--- src/rtl/mem_wb_stage_if.sv ---
`default_nettype none
// ============================================================================
// Module      : mem_wb_stage_if
// Description : Data-memory request/response bus between the MEM/WB stage
//               (master) and the data memory (slave).
// Revision    : 1.0 - initial release
// ============================================================================
interface mem_wb_stage_if #(
  parameter int WORD_BITWIDTH = 32
);
  logic                     dmem_req;
  logic                     dmem_we;
  logic [WORD_BITWIDTH-1:0] dmem_addr;
  logic [WORD_BITWIDTH-1:0] dmem_wdata;
  logic                     dmem_ack;
  logic [WORD_BITWIDTH-1:0] dmem_rdata;

  modport master (
    output dmem_req, dmem_we, dmem_addr, dmem_wdata,
    input  dmem_ack, dmem_rdata
  );

  modport slave (
    input  dmem_req, dmem_we, dmem_addr, dmem_wdata,
    output dmem_ack, dmem_rdata
  );
endinterface
`default_nettype wire

--- src/rtl/mem_wb_stage.sv ---
`default_nettype none
// ============================================================================
// Module      : mem_wb_stage
// Description : MEM stage with MEM/WB pipeline register. Issues loads/stores
//               on the data-memory bus, stalls upstream until the memory
//               acknowledges, and retires each instruction exactly once.
//               Optional feature macro MEM_WB_TIMEOUT_EN: aborts an access
//               that waits TIMEOUT_CYCLES without ack and sets sticky mem_err.
// Revision    : 1.0 - initial release
// ============================================================================
module mem_wb_stage #(
  parameter int REG_NUM_BITWIDTH = 5,
  parameter int WORD_BITWIDTH    = 32,
  parameter int TIMEOUT_CYCLES   = 15
) (
  input  wire logic                        clk,
  input  wire logic                        rst,   // active-low, asynchronous
  mem_wb_stage_if.master                   dmem,
  input  wire logic [WORD_BITWIDTH-1:0]    mem_ALUresult,
  input  wire logic [WORD_BITWIDTH-1:0]    mem_finalReadData2,
  input  wire logic                        mem_memRead,
  input  wire logic                        mem_memWrite,
  input  wire logic                        mem_wt_memToReg,
  input  wire logic                        mem_wt_regWrite,
  input  wire logic [REG_NUM_BITWIDTH-1:0] mem_wt_regToWrite,
  output logic                             mem_stall,
  output logic                             wb_memToReg,
  output logic                             wb_regWrite,
  output logic [REG_NUM_BITWIDTH-1:0]      wb_regToWrite,
  output logic [WORD_BITWIDTH-1:0]         wb_ALUresult,
  output logic [WORD_BITWIDTH-1:0]         wb_readData,
  output logic [WORD_BITWIDTH-1:0]         wb_writeData,
  output logic                             mem_err
);

  localparam int CNT_W = (TIMEOUT_CYCLES < 2) ? 1 : $clog2(TIMEOUT_CYCLES + 1);

  typedef enum logic [0:0] {
    S_IDLE = 1'b0,
    S_WAIT = 1'b1
  } state_t;

  state_t state_q, state_d;

  logic access;
  logic load;    // take the instruction into WB this edge
  logic bubble;  // insert a non-retiring bubble into WB this edge

  logic                        wb_memToReg_q,   wb_memToReg_d;
  logic                        wb_regWrite_q,   wb_regWrite_d;
  logic [REG_NUM_BITWIDTH-1:0] wb_regToWrite_q, wb_regToWrite_d;
  logic [WORD_BITWIDTH-1:0]    wb_ALUresult_q,  wb_ALUresult_d;
  logic [WORD_BITWIDTH-1:0]    wb_readData_q,   wb_readData_d;

`ifdef MEM_WB_TIMEOUT_EN
  localparam logic [CNT_W-1:0] TIMEOUT_VAL = CNT_W'(TIMEOUT_CYCLES);
  logic [CNT_W-1:0] cnt_q, cnt_d;
  logic             err_q, err_d;
`else
  logic [CNT_W-1:0] timeout_unused;
  assign timeout_unused = CNT_W'(TIMEOUT_CYCLES);
`endif

  assign access = mem_memRead | mem_memWrite;

  // Memory bus is driven straight from the EX/MEM inputs; a held request in
  // WAIT relies on upstream freezing those inputs. Reset drops req at once.
  assign dmem.dmem_req   = rst & ((state_q == S_WAIT) | access);
  assign dmem.dmem_we    = mem_memWrite;  // read+write together is a store
  assign dmem.dmem_addr  = mem_ALUresult;
  assign dmem.dmem_wdata = mem_finalReadData2;
  assign mem_stall       = dmem.dmem_req & ~dmem.dmem_ack;

  // Next-state logic: decide between retiring the instruction and a bubble.
  always_comb begin
    state_d = state_q;
    load    = 1'b0;
    bubble  = 1'b0;
`ifdef MEM_WB_TIMEOUT_EN
    cnt_d   = '0;
    err_d   = err_q;
`endif
    unique case (state_q)
      S_IDLE: begin
        if (!access || dmem.dmem_ack) begin
          load = 1'b1;
        end else begin
          bubble  = 1'b1;
          state_d = S_WAIT;
        end
      end
      S_WAIT: begin
        // An ack always wins over a timeout landing on the same cycle.
        if (dmem.dmem_ack) begin
          load    = 1'b1;
          state_d = S_IDLE;
        end else begin
          bubble = 1'b1;
`ifdef MEM_WB_TIMEOUT_EN
          cnt_d = cnt_q + CNT_W'(1);
          if (cnt_d == TIMEOUT_VAL) begin
            cnt_d   = '0;
            err_d   = 1'b1;
            state_d = S_IDLE;
          end
`endif
        end
      end
      default: state_d = S_IDLE;
    endcase
  end

  // WB register next values: load the instruction, bubble, or hold.
  always_comb begin
    wb_memToReg_d   = wb_memToReg_q;
    wb_regWrite_d   = wb_regWrite_q;
    wb_regToWrite_d = wb_regToWrite_q;
    wb_ALUresult_d  = wb_ALUresult_q;
    wb_readData_d   = wb_readData_q;
    if (load) begin
      wb_memToReg_d   = mem_wt_memToReg;
      wb_regWrite_d   = mem_wt_regWrite;
      wb_regToWrite_d = mem_wt_regToWrite;
      wb_ALUresult_d  = mem_ALUresult;
      // Only a pure load returns memory data; stores and ALU ops carry 0.
      wb_readData_d   = (access && !mem_memWrite) ? dmem.dmem_rdata : '0;
    end else if (bubble) begin
      wb_memToReg_d = 1'b0;
      wb_regWrite_d = 1'b0;
    end
  end

  // State and WB pipeline registers; reset abandons any in-flight access.
  always_ff @(posedge clk or negedge rst) begin
    if (!rst) begin
      state_q         <= S_IDLE;
      wb_memToReg_q   <= 1'b0;
      wb_regWrite_q   <= 1'b0;
      wb_regToWrite_q <= '0;
      wb_ALUresult_q  <= '0;
      wb_readData_q   <= '0;
    end else begin
      state_q         <= state_d;
      wb_memToReg_q   <= wb_memToReg_d;
      wb_regWrite_q   <= wb_regWrite_d;
      wb_regToWrite_q <= wb_regToWrite_d;
      wb_ALUresult_q  <= wb_ALUresult_d;
      wb_readData_q   <= wb_readData_d;
    end
  end

`ifdef MEM_WB_TIMEOUT_EN
  // Wait counter and sticky error flag, cleared only by reset.
  always_ff @(posedge clk or negedge rst) begin
    if (!rst) begin
      cnt_q <= '0;
      err_q <= 1'b0;
    end else begin
      cnt_q <= cnt_d;
      err_q <= err_d;
    end
  end
  assign mem_err = err_q;
`else
  assign mem_err = 1'b0;
`endif

  assign wb_memToReg   = wb_memToReg_q;
  assign wb_regWrite   = wb_regWrite_q;
  assign wb_regToWrite = wb_regToWrite_q;
  assign wb_ALUresult  = wb_ALUresult_q;
  assign wb_readData   = wb_readData_q;
  assign wb_writeData  = wb_memToReg_q ? wb_readData_q : wb_ALUresult_q;

endmodule
`default_nettype wire

--- src/flat_wrapper.sv ---
// flat-port wrapper written by rule: the top's interface ports become plain ports
module mem_wb_stage_flat 
#(
  parameter int REG_NUM_BITWIDTH = 5,
  parameter int WORD_BITWIDTH    = 32,
  parameter int TIMEOUT_CYCLES   = 15
)
  (clk, rst, mem_ALUresult, mem_finalReadData2, mem_memRead, mem_memWrite, mem_wt_memToReg, mem_wt_regWrite, mem_wt_regToWrite, mem_stall, wb_memToReg, wb_regWrite, wb_regToWrite, wb_ALUresult, wb_readData, wb_writeData, mem_err, dmem_dmem_req, dmem_dmem_we, dmem_dmem_addr, dmem_dmem_wdata, dmem_dmem_ack, dmem_dmem_rdata);
  mem_wb_stage_if #(.WORD_BITWIDTH(WORD_BITWIDTH)) dmem_i ();
  input  wire logic clk;
  input  wire logic rst;
  input  wire logic [WORD_BITWIDTH-1:0] mem_ALUresult;
  input  wire logic [WORD_BITWIDTH-1:0] mem_finalReadData2;
  input  wire logic mem_memRead;
  input  wire logic mem_memWrite;
  input  wire logic mem_wt_memToReg;
  input  wire logic mem_wt_regWrite;
  input  wire logic [REG_NUM_BITWIDTH-1:0] mem_wt_regToWrite;
  output logic mem_stall;
  output logic wb_memToReg;
  output logic wb_regWrite;
  output logic [REG_NUM_BITWIDTH-1:0] wb_regToWrite;
  output logic [WORD_BITWIDTH-1:0] wb_ALUresult;
  output logic [WORD_BITWIDTH-1:0] wb_readData;
  output logic [WORD_BITWIDTH-1:0] wb_writeData;
  output logic mem_err;
  output wire logic [$bits(dmem_i.dmem_req)-1:0] dmem_dmem_req;
  output wire logic [$bits(dmem_i.dmem_we)-1:0] dmem_dmem_we;
  output wire logic [$bits(dmem_i.dmem_addr)-1:0] dmem_dmem_addr;
  output wire logic [$bits(dmem_i.dmem_wdata)-1:0] dmem_dmem_wdata;
  input wire logic [$bits(dmem_i.dmem_ack)-1:0] dmem_dmem_ack;
  input wire logic [$bits(dmem_i.dmem_rdata)-1:0] dmem_dmem_rdata;
  assign dmem_dmem_req = dmem_i.dmem_req;
  assign dmem_dmem_we = dmem_i.dmem_we;
  assign dmem_dmem_addr = dmem_i.dmem_addr;
  assign dmem_dmem_wdata = dmem_i.dmem_wdata;
  assign dmem_i.dmem_ack = dmem_dmem_ack;
  assign dmem_i.dmem_rdata = dmem_dmem_rdata;
  mem_wb_stage #(.REG_NUM_BITWIDTH(REG_NUM_BITWIDTH), .WORD_BITWIDTH(WORD_BITWIDTH), .TIMEOUT_CYCLES(TIMEOUT_CYCLES)) u_core (.clk(clk), .rst(rst), .dmem(dmem_i), .mem_ALUresult(mem_ALUresult), .mem_finalReadData2(mem_finalReadData2), .mem_memRead(mem_memRead), .mem_memWrite(mem_memWrite), .mem_wt_memToReg(mem_wt_memToReg), .mem_wt_regWrite(mem_wt_regWrite), .mem_wt_regToWrite(mem_wt_regToWrite), .mem_stall(mem_stall), .wb_memToReg(wb_memToReg), .wb_regWrite(wb_regWrite), .wb_regToWrite(wb_regToWrite), .wb_ALUresult(wb_ALUresult), .wb_readData(wb_readData), .wb_writeData(wb_writeData), .mem_err(mem_err));
endmodule
--- config.mk ---
export PLATFORM = sky130hd
export DESIGN_NAME = mem_wb_stage_flat
export DESIGN_NICKNAME = d
export VERILOG_FILES = /design/src/rtl/mem_wb_stage_if.sv /design/src/rtl/mem_wb_stage.sv /design/src/flat_wrapper.sv
export SDC_FILE = /design/constraint.sdc
export NUM_CORES = 1
export LEC_CHECK = 0
export ABC_AREA = 1
export BUFFER_PORTS_ARGS = -buffer_cell sky130_fd_sc_hd__buf_4
export CAP_MARGIN = 30
export CELL_PAD_IN_SITES_DETAIL_PLACEMENT = 1
export CELL_PAD_IN_SITES_GLOBAL_PLACEMENT = 2
export CORE_MARGIN = 2
export CORE_UTILIZATION = 23
export CTS_CLUSTER_SIZE = 10
export DETAILED_ROUTE_END_ITERATION = 10
export GPL_TIMING_DRIVEN = 0
export PLACE_DENSITY = 0.82
export REMOVE_ABC_BUFFERS = 1
export SYNTH_ARGS = -nofsm -noshare
export SYNTH_HDL_FRONTEND = slang
export SYNTH_SLANG_ARGS = --single-unit
--- constraint.sdc ---
create_clock -name clk -period 2.2 [get_ports clk]
set_input_delay 0.22 -clock clk [delete_from_list [all_inputs] [get_ports clk]]
set_output_delay 0.22 -clock clk [all_outputs]
set_load 0.01 [all_outputs]
==> run_results.csv <==
group,metric,value,unit
outcome,status,"finished clean",
setup_path,crit_path_cell_chain,"mux2_2 -> buf_4",
placed_design,final_estimated_routing_congestion_in_global_placement,0.742,
worst_hold_path,hold_path.class,"in -> reg",
clocking,clock_pin_slew_on_the_worst_setup_and_hold_paths,0.06,ns
sta,slew_violations,0,
yosys,synth-compound-area-share,0.00130,
routing,post_drt_wl_per_cell,19.4,um
placed_design,dpl_cell_area,5100,sq um
yosys,synthCells,425,
layout,final_design_area_no_fill,5460,sq um
global_route,grt.total_usage,0.161,
yosys,area_share_of_xor_xnor_cells_in_the_synthesized_design,0,
floorplan,die-height,134,um
yosys,syn-mean-instance-area,9.08,sq um
layout,area.sequential,1800,sq um
setup_path,slack_of_the_worst_reg_to_reg_path,0.60,ns
yosys,synth_area,3860,sq um
yosys,synth_enable_flop_cells,0,
routing,drtIter0Drc,134,
global_route,grt_pass1_vias,3748,
yosys,synth_top_family_by_area,"simple AND/OR/NAND/NOR gates",
power,fin_total_pwr,3.87,mW
flow_run,drv.max_cap_violation_count,0,
layout,multiInputGateArea,1390,sq um
yosys,dominantRegCellSynth,"sky130_fd_sc_hd__dfrtp_1",
setup_path,crit_path_end_kind,"primary output",
yosys,synth_cell_type_count,18,
yosys,seq_area_frac_synth,0.467,
sta,tightest_slew,0.880,ns
floorplan,ioPinCount,279,
sta,fin_crit_sh,0.945,
global_route,grt_antenna_before_repair,0,
setup_path,path_buf_inv,1,
floorplan,start_util,0.234,
sta,timing.clock.skew,0.00550,ns
routing,drt_pass1_iterations,4,
floorplan,core.rowCount,47,
setup_path,critical_path_required,1.98,ns
layout,final_layout_size_suffix_gt1_frac,0.480,
yosys,synth_seq_cells,72,
sta,worst_slew_margin_rel,0.413,
routing,ant_nets,0,
power,power_density,708,nW/um^2
sta,final.setup.tns,0,ns
clocking,numCtsBuffers,9,
layout,area_delta_synth_final,41.5,%
floorplan,core_area,16500,sq um
sta,finalSetupViolCount,0,
placed_design,place.detailed.hpwl,10200,um
sta,timing.fmax,481,MHz
routing,via_per_inst,4.55,
clocking,tritoncts,"built",
setup_path,cpMaxStageDelayCell,"sky130_fd_sc_hd__dfrtp_2",
floorplan,die_x,134,um
power,leakagePower,2.93,nW
setup_path,worst_setup_path_category,"reg -> out",
clocking,clock_sinks,72,
sta,period_minus_slack,2.08,ns
setup_path,cell_family_with_most_cp_delay,"flip-flops",
global_route,grt_start_max_net_pins,74,
layout,layout.filler_cells,1926,
global_route,grt_pass1_wl,22100,um
setup_path,critPathMaxFanout,33,
floorplan,die_area,17800,sq um
power,power.ir.vdd_worst,0.411,mV
yosys,yosysWarningCount,0,
layout,num-nets-final,664,
setup_path,worstSetupStartpointType,"flip-flop",
routing,route.detailed.drc,0,
clocking,post_cts_buffers,0,
sta,timing.final.hold_violations,0,
setup_path,critPathMaxStageDelay,0.94,ns
clocking,clock-root-buffer,"sky130_fd_sc_hd__clkbuf_16",
yosys,synthAdderAreaFrac,0,
routing,routed-via-count,3557,
placed_design,port_buffers,213,
yosys,synth_simple_gate_area_frac,0.253,
clocking,cts_htree_levels,3,
clocking,clock_latency_reported_for_the_late_side_of_the_worst_skew_pair,0.33,ns
global_route,grt_overflow_total,0,
yosys,synth.mux.area_fraction,0.0934,
setup_path,crit_arrival,1.86,ns
yosys,synthArstFlopShare,1.00,
routing,finalWirelength,15200,um
layout,diodes,0,
clocking,ctsLongestPathBuffers,2,
## what timing repair did
action | CTS | global route
hold buffers | 0 | 1
setup endpoints to repair | 41 | 1
hold endpoints to repair | 0 | 36
pin swaps | 1 | 1
gates resized for setup | 3 | 0
gates cloned | 1 | 1
## worst min-delay path: cells and delay by family
family | cells | cell delay, ns
buffers and inverters | 1 | 0.08
and+or+nand+nor | 2 | 0.08
## per-layer routing
| metal | track usage | vias up | routed length, um |
|---|---|---|---|
| met2 | 0.251 | 153 | 7300 |
| met4 | 0.0491 | 2 | 227 |
| met5 | 0.0361 | - | 66 |
| met3 | 0.0658 | 20 | 1230 |
| met1 | 0.201 | 1767 | 6370 |
| li1 | - | 1615 | - |
## through the flow
step | util | hold WS, ns | worst slack (ns) | instances
2_1_floorplan | - | -0.0756 | 0.419 | 326
3_3_place_gp | 0.307 | 0.419 | -0.818 | 759
3_5_place_dp | 0.310 | 0.426 | -0.599 | 761
4_1_cts | 0.329 | 0.0642 | 0.0457 | 778
5_1_grt | 0.332 | 0.0672 | -0.0105 | 781
6_report | 0.332 | 0.0826 | 0.120 | 781
## registers in the layout, indices dropped and copies added (netlist names)
signal / count
u_core.wb_regWrite: 1
u_core.wb_readData: 32
u_core.wb_regToWrite: 5
u_core.wb_memToReg: 1
u_core.wb_ALUresult: 32
u_core.state_q: 1
## layout make-up
class | count | area share
clock inverters | 6 | 0.0110
inverters | 7 | 0.00481
multi-input cells | 249 | 0.255
flip-flops and latches | 72 | 0.330
repair buffers | 217 | 0.307
well taps | 220 | 0.0504
clock buffers | 10 | 0.0419
## cells in the final DEF (no fill, tap or decap)
cell type	count
sky130_fd_sc_hd__nand2_8	2
sky130_fd_sc_hd__conb_1	1
sky130_fd_sc_hd__clkbuf_1	1
sky130_fd_sc_hd__nand2_1	106
sky130_fd_sc_hd__clkinv_2	3
sky130_fd_sc_hd__mux2_1	2
sky130_fd_sc_hd__nand4_1	32
sky130_fd_sc_hd__nor2_1	3
sky130_fd_sc_hd__nand2_4	2
sky130_fd_sc_hd__nand3_1	69
sky130_fd_sc_hd__buf_16	1
sky130_fd_sc_hd__dlygate4sd3_1	1
sky130_fd_sc_hd__dfrtp_2	1
sky130_fd_sc_hd__buf_12	2
sky130_fd_sc_hd__bufinv_16	1
sky130_fd_sc_hd__mux2_2	30
sky130_fd_sc_hd__a21oi_1	1
sky130_fd_sc_hd__clkinvlp_4	2
sky130_fd_sc_hd__dfrtp_1	71
sky130_fd_sc_hd__clkbuf_16	9
sky130_fd_sc_hd__nor2_2	1
sky130_fd_sc_hd__inv_2	2
sky130_fd_sc_hd__inv_1	5
sky130_fd_sc_hd__buf_4	213
## logic make-up after synthesis
| logic type | count (synthesis) |
|---|---|
| mux | 32 |
| compound gates | 1 |
| other cells | 1 |
| flops | 72 |
| simple gates | 213 |
| buf+inv | 106 |
## where the power goes
part | switching [mW] | internal (mW)
clock | 0.580 | 0.873
combinational | 0.432 | 0.457
sequential | 0.100 | 1.43
## synthesized netlist by cell type, types with 2 or more instances
library cell	instances	area (sq um)
sky130_fd_sc_hd__inv_2	2	7.51
sky130_fd_sc_hd__dfrtp_1	72	1800
sky130_fd_sc_hd__nand3_1	69	345
sky130_fd_sc_hd__inv_1	5	18.8
sky130_fd_sc_hd__nand4_1	32	200
sky130_fd_sc_hd__buf_4	73	548
sky130_fd_sc_hd__mux2_1	2	22.5
sky130_fd_sc_hd__nand2_1	106	398
sky130_fd_sc_hd__buf_2	13	65.1
sky130_fd_sc_hd__nor2_1	3	11.3
sky130_fd_sc_hd__clkbuf_1	10	37.5
sky130_fd_sc_hd__mux2_2	30	338
sky130_fd_sc_hd__buf_6	3	33.8
## path summary, 6_finish.rpt
kind / from / to / cells past startpoint
worst min register to register: u_core.wb_regToWrite[3] / u_core.wb_regToWrite[3] / 2
min in group asynchronous: rst / u_core.wb_ALUresult[28] / 2
worst min-delay path: mem_wt_regToWrite[3] / u_core.wb_regToWrite[3] / 3
worst max-delay path: u_core.wb_memToReg / wb_writeData[27] / 2
worst max register to register: u_core.state_q / u_core.wb_ALUresult[7] / 5
max in group asynchronous: rst / u_core.wb_readData[16] / 3
Power figures use the tool's default switching activity.
